## src/rtl/lsu_pkg.sv

```systemverilog
// Shared definitions for the load/store unit: memory-op encodings, fault codes,
// FSM states and small decode helpers used when a request is accepted.
package lsu_pkg;

    localparam int LSU_DATA_W      = 32;
    localparam int LSU_TIMEOUT_DEF = 255;

    typedef enum logic [2:0] {
        MEMOP_LB  = 3'b000,
        MEMOP_LH  = 3'b001,
        MEMOP_LW  = 3'b010,
        MEMOP_LBU = 3'b100,
        MEMOP_LHU = 3'b101
    } memop_e;

    typedef enum logic [1:0] {
        FAULT_NONE     = 2'b00,
        FAULT_MISALIGN = 2'b01,
        FAULT_ILLEGAL  = 2'b10,
        FAULT_TIMEOUT  = 2'b11
    } fault_e;

    typedef enum logic [1:0] {
        ST_IDLE,
        ST_REQ,
        ST_WAIT,
        ST_RESP
    } state_e;

    function automatic logic memop_legal(input logic [2:0] op);
        case (op)
            MEMOP_LB, MEMOP_LH, MEMOP_LW, MEMOP_LBU, MEMOP_LHU: return 1'b1;
            default:                                            return 1'b0;
        endcase
    endfunction

    function automatic logic memop_misaligned(input logic [2:0] op, input logic [1:0] off);
        case (op)
            MEMOP_LH, MEMOP_LHU: return off[0];
            MEMOP_LW:            return off != 2'b00;
            default:             return 1'b0;
        endcase
    endfunction

    function automatic logic [3:0] memop_mask(input logic [2:0] op, input logic [1:0] off);
        case (op)
            MEMOP_LB, MEMOP_LBU: return 4'b0001 << off;
            MEMOP_LH, MEMOP_LHU: return 4'b0011 << off;
            default:             return 4'b1111;
        endcase
    endfunction

endpackage

```

## src/rtl/lsu_ext.sv

```systemverilog
// Load data extraction: moves the addressed byte/half down to bit 0 and
// sign- or zero-extends it according to the memory op.
module lsu_ext
    import lsu_pkg::*;
(
    input  logic [31:0] rdata_i,
    input  logic [1:0]  offset_i,
    input  logic [2:0]  memop_i,
    output logic [31:0] data_o
);

    logic [31:0] shifted;

    assign shifted = rdata_i >> {offset_i, 3'b000};

    always_comb begin
        data_o = '0;
        case (memop_i)
            MEMOP_LB:  data_o = {{24{shifted[7]}}, shifted[7:0]};
            MEMOP_LH:  data_o = {{16{shifted[15]}}, shifted[15:0]};
            MEMOP_LW:  data_o = shifted;
            MEMOP_LBU: data_o = {24'h0, shifted[7:0]};
            MEMOP_LHU: data_o = {16'h0, shifted[15:0]};
            default:   data_o = '0;
        endcase
    end

endmodule

```

## src/rtl/lsu_align.sv

```systemverilog
// Load/store unit: accepts one access, checks alignment, drives a word-aligned
// memory request, waits for ack (with timeout) and returns one response.
module lsu_align
    import lsu_pkg::*;
#(
    parameter int DATA_WIDTH  = LSU_DATA_W,
    parameter int TIMEOUT_CYC = LSU_TIMEOUT_DEF
) (
    input  logic                  clk_i,
    input  logic                  rst_ni,
    input  logic                  req_valid_i,
    output logic                  req_ready_o,
    input  logic [DATA_WIDTH-1:0] req_addr_i,
    input  logic [2:0]            req_memop_i,
    input  logic                  req_wr_i,
    input  logic [DATA_WIDTH-1:0] req_wdata_i,
    output logic                  mem_req_o,
    output logic [DATA_WIDTH-1:0] mem_addr_o,
    output logic                  mem_we_o,
    output logic [3:0]            mem_wmask_o,
    output logic [DATA_WIDTH-1:0] mem_wdata_o,
    input  logic                  mem_ack_i,
    input  logic [DATA_WIDTH-1:0] mem_rdata_i,
    output logic                  resp_valid_o,
    input  logic                  resp_ready_i,
    output logic [DATA_WIDTH-1:0] resp_data_o,
    output logic [1:0]            resp_fault_o
);

    // The timeout fires on the last of TIMEOUT_CYC wait cycles; an ack in that cycle still wins.
    localparam logic [7:0] TIMEOUT_LAST = 8'(TIMEOUT_CYC - 1);

    state_e                  state_q;
    logic [2:0]              memop_q;
    logic [1:0]              offset_q;
    logic                    wr_q;
    logic [7:0]              cnt_q;
    logic                    mem_req_q;
    logic [DATA_WIDTH-1:0]   mem_addr_q;
    logic                    mem_we_q;
    logic [3:0]              mem_wmask_q;
    logic [DATA_WIDTH-1:0]   mem_wdata_q;
    logic                    resp_valid_q;
    logic [DATA_WIDTH-1:0]   resp_data_q;
    logic [1:0]              resp_fault_q;
    logic [DATA_WIDTH-1:0]   ext_data;

    lsu_ext u_ext (
        .rdata_i  (mem_rdata_i),
        .offset_i (offset_q),
        .memop_i  (memop_q),
        .data_o   (ext_data)
    );

    always_ff @(posedge clk_i or negedge rst_ni) begin
        if (!rst_ni) begin
            state_q      <= ST_IDLE;
            memop_q      <= '0;
            offset_q     <= '0;
            wr_q         <= 1'b0;
            cnt_q        <= '0;
            mem_req_q    <= 1'b0;
            mem_addr_q   <= '0;
            mem_we_q     <= 1'b0;
            mem_wmask_q  <= '0;
            mem_wdata_q  <= '0;
            resp_valid_q <= 1'b0;
            resp_data_q  <= '0;
            resp_fault_q <= FAULT_NONE;
        end else begin
            case (state_q)
                ST_IDLE: begin
                    if (req_valid_i) begin
                        memop_q     <= req_memop_i;
                        offset_q    <= req_addr_i[1:0];
                        wr_q        <= req_wr_i;
                        mem_addr_q  <= {req_addr_i[DATA_WIDTH-1:2], 2'b00};
                        mem_wmask_q <= memop_mask(req_memop_i, req_addr_i[1:0]);
                        mem_wdata_q <= req_wdata_i << {req_addr_i[1:0], 3'b000};
                        // Faulted accesses answer straight away and never reach memory.
                        if (!memop_legal(req_memop_i)) begin
                            resp_fault_q <= FAULT_ILLEGAL;
                            resp_data_q  <= '0;
                            resp_valid_q <= 1'b1;
                            state_q      <= ST_RESP;
                        end else if (memop_misaligned(req_memop_i, req_addr_i[1:0])) begin
                            resp_fault_q <= FAULT_MISALIGN;
                            resp_data_q  <= '0;
                            resp_valid_q <= 1'b1;
                            state_q      <= ST_RESP;
                        end else begin
                            mem_req_q <= 1'b1;
                            mem_we_q  <= req_wr_i;
                            state_q   <= ST_REQ;
                        end
                    end
                end
                ST_REQ: begin
                    cnt_q   <= '0;
                    state_q <= ST_WAIT;
                end
                ST_WAIT: begin
                    if (mem_ack_i) begin
                        mem_req_q    <= 1'b0;
                        mem_we_q     <= 1'b0;
                        resp_data_q  <= wr_q ? '0 : ext_data;
                        resp_fault_q <= FAULT_NONE;
                        resp_valid_q <= 1'b1;
                        state_q      <= ST_RESP;
                    end else if (cnt_q == TIMEOUT_LAST) begin
                        mem_req_q    <= 1'b0;
                        mem_we_q     <= 1'b0;
                        resp_data_q  <= '0;
                        resp_fault_q <= FAULT_TIMEOUT;
                        resp_valid_q <= 1'b1;
                        state_q      <= ST_RESP;
                    end else begin
                        cnt_q <= cnt_q + 8'd1;
                    end
                end
                ST_RESP: begin
                    if (resp_ready_i) begin
                        resp_valid_q <= 1'b0;
                        state_q      <= ST_IDLE;
                    end
                end
                default: state_q <= ST_IDLE;
            endcase
        end
    end

    assign req_ready_o  = (state_q == ST_IDLE);
    assign mem_req_o    = mem_req_q;
    assign mem_addr_o   = mem_addr_q;
    assign mem_we_o     = mem_we_q;
    assign mem_wmask_o  = mem_wmask_q;
    assign mem_wdata_o  = mem_wdata_q;
    assign resp_valid_o = resp_valid_q;
    assign resp_data_o  = resp_data_q;
    assign resp_fault_o = resp_fault_q;

endmodule

```

## config.mk

```make
export PLATFORM = sky130hd
export DESIGN_NAME = lsu_align
export DESIGN_NICKNAME = d
export VERILOG_FILES = /design/src/rtl/lsu_pkg.sv /design/src/rtl/lsu_ext.sv /design/src/rtl/lsu_align.sv
export SDC_FILE = /design/constraint.sdc
export NUM_CORES = 1
export LEC_CHECK = 0
export CORE_ASPECT_RATIO = 0.75
export CORE_MARGIN = 2
export CORE_UTILIZATION = 43
export CTS_BUF_LIST = sky130_fd_sc_hd__clkbuf_4 sky130_fd_sc_hd__clkbuf_8
export DETAILED_ROUTE_END_ITERATION = 12
export PLACE_DENSITY = 0.86
export SLEW_MARGIN = 20
export SYNTH_ARGS = -nofsm -noshare
export SYNTH_HDL_FRONTEND = slang
export SYNTH_HIERARCHICAL = 1
export SYNTH_SLANG_ARGS = --single-unit
```

## constraint.sdc

```tcl
create_clock -name clk_i -period 1.8 [get_ports clk_i]
set_input_delay 0.45 -clock clk_i [delete_from_list [all_inputs] [get_ports clk_i]]
set_output_delay 0.45 -clock clk_i [all_outputs]
set_load 0.005 [all_outputs]
```

=== Word-level counts from Yosys, hierarchy flattened ===
Index checks and enable logic that the tools add are counted.

* Register bits: 119
* Input bits: 105
* Output and inout bits: 106
* Word-level logic and storage cells: 102

* Add/sub/neg operators: 1
* Eq/ne operators: 20
* Shift operators: 4
* Mux-type cells: 48
* Reduce and logical (&&, ||, !) cells: 16

{| class="wikitable"
|+ Operators with widths
! operator !! count
|-
| 32-bit two-way mux || 6
|-
| 32-bit case mux with 5 select lines || 1
|-
| 32-bit case mux with 2 select lines || 1
|-
| 32-bit by 5-bit left shift with 32-bit output || 1
|-
| 32-bit by 5-bit right shift with 32-bit output || 1
|-
| 1-bit two-way mux || 20
|-
| 2-bit two-way mux || 10
|-
| 8-bit two-way mux || 2
|-
| 8-bit case mux with 2 select lines || 1
|-
| 3-bit == test (second input constant) || 4
|-
| 2-bit != test (second input constant) || 5
|-
| 5-bit AND reduction || 2
|-
| 8-bit by 1-bit adder with 8-bit output (second input constant) || 1
|-
| 8-bit == test (second input constant) || 1
|-
| 2-bit case mux with 4 select lines || 1
|-
| 4-bit case mux with 2 select lines || 1
|-
| 3-bit by 1-bit == test with 1-bit output (second input constant) || 2
|-
| 3-bit by 2-bit == test with 1-bit output (second input constant) || 2
|-
| 3-bit logical NOT || 2
|-
| 1-bit case mux with 2 select lines || 3
|-
| 3-bit AND reduction || 2
|-
| 2-bit nonzero test || 3
|-
| 5-bit OR reduction || 1
|-
| 2-bit == test (second input constant) || 2
|-
| other kinds (13) || 14
|}

=== Depth between registers and ports, before layout ===
* Depth in word-level cells: 12
* Gate-level depth with buffers: 9
* Gate-level depth less buffers: 6

=== By module ===
Netlist, hierarchy kept.

{| class="wikitable"
|+ Modules (own cells, without submodules)
! module !! times used !! cells an instance !! area each (um^2) !! seq. area each (um^2)
|-
| lsu_align || 1 || 485 || 5,460.2 || 2,977.9
|-
| lsu_ext || 1 || 109 || 803.3 || 0.0
|}

=== Least setup slack after synthesis ===
Ideal clock, no wire load.

* Kind: register to register
* From: register state_q[0]
* To: register mem_wdata_q[25], in the netlist mem_wdata_o[25]
* Setup time: 0.125 ns
* Arrival: 1.746 ns
* Required time: 1.675 ns
* Setup slack: -0.071 ns
* Stages on the path, launching flop included: 7
* Path buffers: 2
* Clock period less this slack: 1.871 ns
* Path through: dfrtp_1 inv_1 ha_1 and2_1 clkbuf_1 buf_2 mux2_2

* Longest elaborated chain between the ends: 2

{| class="wikitable"
|+ RTL lines
! item !! line !! RTL
|-
| from (decl) || lsu_align.sv:33 || <nowiki>state_e state_q;</nowiki>
|-
| from (signal assigned) || lsu_align.sv:57 || <nowiki>state_q <= ST_IDLE;</nowiki>
|-
| from (signal assigned) || lsu_align.sv:85 || <nowiki>state_q <= ST_RESP;</nowiki>
|-
| from (signal assigned) || lsu_align.sv:90 || <nowiki>state_q <= ST_RESP;</nowiki>
|-
| 2-bit logical NOT || -- ||
|-
| named net req_ready_o || lsu_align.sv:12 || <nowiki>output logic req_ready_o,</nowiki>
|-
| 2-bit AND reduction (no line) || -- ||
|-
| to (signal assigned) || lsu_align.sv:79 || <nowiki>mem_wdata_q <= req_wdata_i << {req_addr_i[1:0], 3'b000};</nowiki>
|-
| to (decl) || lsu_align.sv:42 || <nowiki>logic [DATA_WIDTH-1:0] mem_wdata_q;</nowiki>
|}

The timed path passes the listed nets, and every way through them passes these cells.
A chain may end at the register's enable or synchronous reset.

=== Final worst setup path ===
* From: register mem_wdata_q[24], in the netlist mem_wdata_o[24]
* To: output mem_wdata_o[24]

{| class="wikitable"
|+ RTL lines
! item !! line !! RTL
|-
| to (decl) || lsu_align.sv:21 || <nowiki>output logic [DATA_WIDTH-1:0] mem_wdata_o,</nowiki>
|}

No word-level cell between the ends.

==> out/qor.yml <==
status:
  status: "complete, no violations"
clock_tree:
  cts_tree: "done"
  clkTransAtPathRegs_ns: 0.08
  root_buffer: "clkbuf_8"
  cts_buffer_depth: 2
  cts_made_buffers: 17
  cts_sinks: 119
  h-tree-depth: 4
  clock_latency_ns: 0.43
power:
  power.density_nw_per_um2: 1490
  power.total_mw: 14.5
  ir_drop_mv: 0.920
  p_leak_nw: 4.81
route:
  highest_layer: "met4"
  drt_pass1_iterations: 4
  ant_nets: 0
  wl_per_cell_um: 17.1
  wl_met1_um: 8040
  via_count: 5516
  routed_wl_um: 18400
  route.met3.wl_um: 1360
  drt-initial-drc-count: 276
  drcViolationCount: 0
  dr_wl_met2_um: 8770
  via_per_inst: 5.15
floorplanning:
  dieArea_sq_um: 15600
  die_y_um: 109
  rows: 38
  start_util: 0.436
  die_w_um: 143
  core_area_sq_um: 14400
  pin_count: 211
yosys:
  synth-seq-cells: 119
  async_reset_ff_frac: 1.00
  syn-cell-area_sq_um: 6260
  synth-edff-count: 0
  ys_types: 57
  yosys_most_used_dff: "dfrtp_1"
  synth_warnings: 6
  syn_area_per_cell_sq_um: 10.5
  netlist_instances: 594
  ys_seq_area_frac: 0.475
sta:
  fmax_mhz: 565
  slew_violations: 0
  relSlewSlack: 0.559
  final-hold-violation-count: 0
  tightest_slew_ns: 0.660
  worst_clock_skew_ns: 0.0116
  min_period_over_period: 0.984
  rsz0062_at_grt: "true"
  finalSetupViolations: 0
  finalCriticalPeriod_ns: 1.77
layout:
  drive_above_1_share: 0.178
  diodes: 0
  final_util: 0.680
  fin_nets: 971
  instances_no_fill: 1072
  fillers: 1071
  stdcell_area_sq_um: 9760
  syn2layout_area_growth_pct: 55.8
setup_path:
  crit_path_max_incr_delay_ns: 0.53
  path_buf_inv: 1
  critPathRequiredTime_ns: 1.35
  cp-end-kind: "primary output"
  slowest_stage: "clkdlybuf4s50_1"
  worst_ep_arrival_time_ns: 1.32
  crit_cells: 1
  cp_max_fo: 2
  reg2regPathDepth: 7
  worstSetupStartpointType: "register"
  critPathKind: "reg -> out"
  crit_family: "buffers and inverters"
  worstPathCellList: "clkdlybuf4s50_1"
global_route:
  antenna_found_initial: 0
  grt_max_degree: 47
  overflow: 0
  grt_pass1_wl_um: 27800
  grt_pass1_vias: 5564
  grt_util_all_layers: 0.230
place:
  hpwlAfterDp_um: 13200
  port_buffers: 208
  post-place-cells: 1018
  placed_cell_area_sq_um: 8900
  gp_congestion: 0.821
run:
  cap_violations: 0
worst_hold_path:
  hp-class: "in -> async"
==> area by class of cell <==
class                      count  area [sq um]  area share
multi-input combinational    398          2990       0.306
inverter                      41           154      0.0158
tap                          200           250      0.0256
sequential                   119          2980       0.305
timing repair buffer         282          2930       0.301
clock buffer                  17           234      0.0240
clock inverter                15           216      0.0222
==> metal layers <==
metal | GRT usage | vias up
li1 | - | 2616
met1 | 0.296 | 2697
met2 | 0.369 | 188
met3 | 0.0837 | 15
met4 | 0.0630 | 0
met5 | 0 | -
==> sequential cells by signal, summed over array words and instances (netlist names) <==
name / cells
resp_valid_o: 1
cnt_q: 8
mem_wdata_o: 32
memop_q: 3
state_q: 2
wr_q: 1
mem_we_o: 1
mem_wmask_o: 4
offset_q: 2
resp_data_o: 32
resp_fault_o: 2
mem_addr_o: 30
mem_req_o: 1
==> cell usage in the layout, fill, tap and decap left out, drive strengths merged, types with 7 or more instances in the layout <==
master,count
ha,7
a21o,7
clkbuf,20
buf,73
dlymetal6s2s,44
nor2b,22
inv,46
a22o,8
mux2i,71
clkdlybuf4s50,152
o2bb2ai,7
dfrtp,119
mux2,44
a21oi,25
a211oi,22
nand2,71
dlygate4sd2,9
nor2,15
o21ai,43
==> path summary, 6_finish.rpt <==
path,slack [ns],start,end
min reg2reg,0.47,mem_wmask_o[2]$_DFFE_PN0P_,mem_wmask_o[2]$_DFFE_PN0P_
max,0.03,mem_wdata_o[24]$_DFFE_PN0P_,mem_wdata_o[24]
max in group asynchronous,0.77,rst_ni,mem_addr_o[17]$_DFFE_PN0P_
min,0.46,rst_ni,mem_addr_o[2]$_DFFE_PN0P_
min in group clk_i,0.47,mem_wmask_o[2]$_DFFE_PN0P_,mem_wmask_o[2]$_DFFE_PN0P_
max reg2reg,0.05,state_q[0]$_DFFE_PN0P_,resp_data_o[14]$_DFFE_PN0P_
==> power breakdown <==
group | leakage (nW) | internal, mW | switching [mW] | total (mW)
Sequential | 1.52 | 3.71 | 0.712 | 4.43
Combinational | 3.06 | 4.19 | 3.07 | 7.26
Clock | 0.226 | 1.55 | 1.27 | 2.81
==> metrics by stage <==
stage,setup slack (ns),setup TNS (ns),hold WS [ns]
after floorplan,0.00723,0,0.154
after global routing,-0.0167,-0.0749,0.470
after CTS,0.000129,0,0.460
after global placement,-0.362,-24.76,0.370
final,0.0293,0,0.460
after detailed placement,-0.417,-27.97,0.377
==> cells in the mapped netlist, drive strengths merged, types with 4 or more instances <==
cell     count  area [sq um]
a21oi       25           125
mux2i       71           711
nor2b       22           138
o21ai       43           219
inv         41           154
a21o         7          52.6
nor2        15          61.3
a22o         8          70.1
a211oi      22           165
nand2b       6          45.0
clkbuf      14          52.6
o31ai        4          35.0
o211ai       6          50.1
nand2       71           267
dfrtp      119          2980
o2bb2ai      7          61.3
nand3        5          25.0
buf         23           179
ha           7          87.6
mux2        44           495
==> cells by family (layout without fill, tap and decap cells) <==
group           Yosys count  count (layout)  share of synthesized area
fa+ha+maj                 7               7                     0.0140
simple gates            138             138                      0.109
buf+inv                  78             355                     0.0615
xor+xnor                  2               2                    0.00280
flops                   119             119                      0.475
mux                     115             115                      0.193
other cells               1               2                   0.000599
compound gates          134             134                      0.144
==> what timing repair did <==
action	CTS	global route
pin swaps	2	2
setup endpoints to repair	60	82
buffers inserted	4	14
hold buffers	1	0
endpoints found under the hold margin	20	0
gates cloned	0	3
resized for setup	19	62
Power figures use the tool's default switching activity.
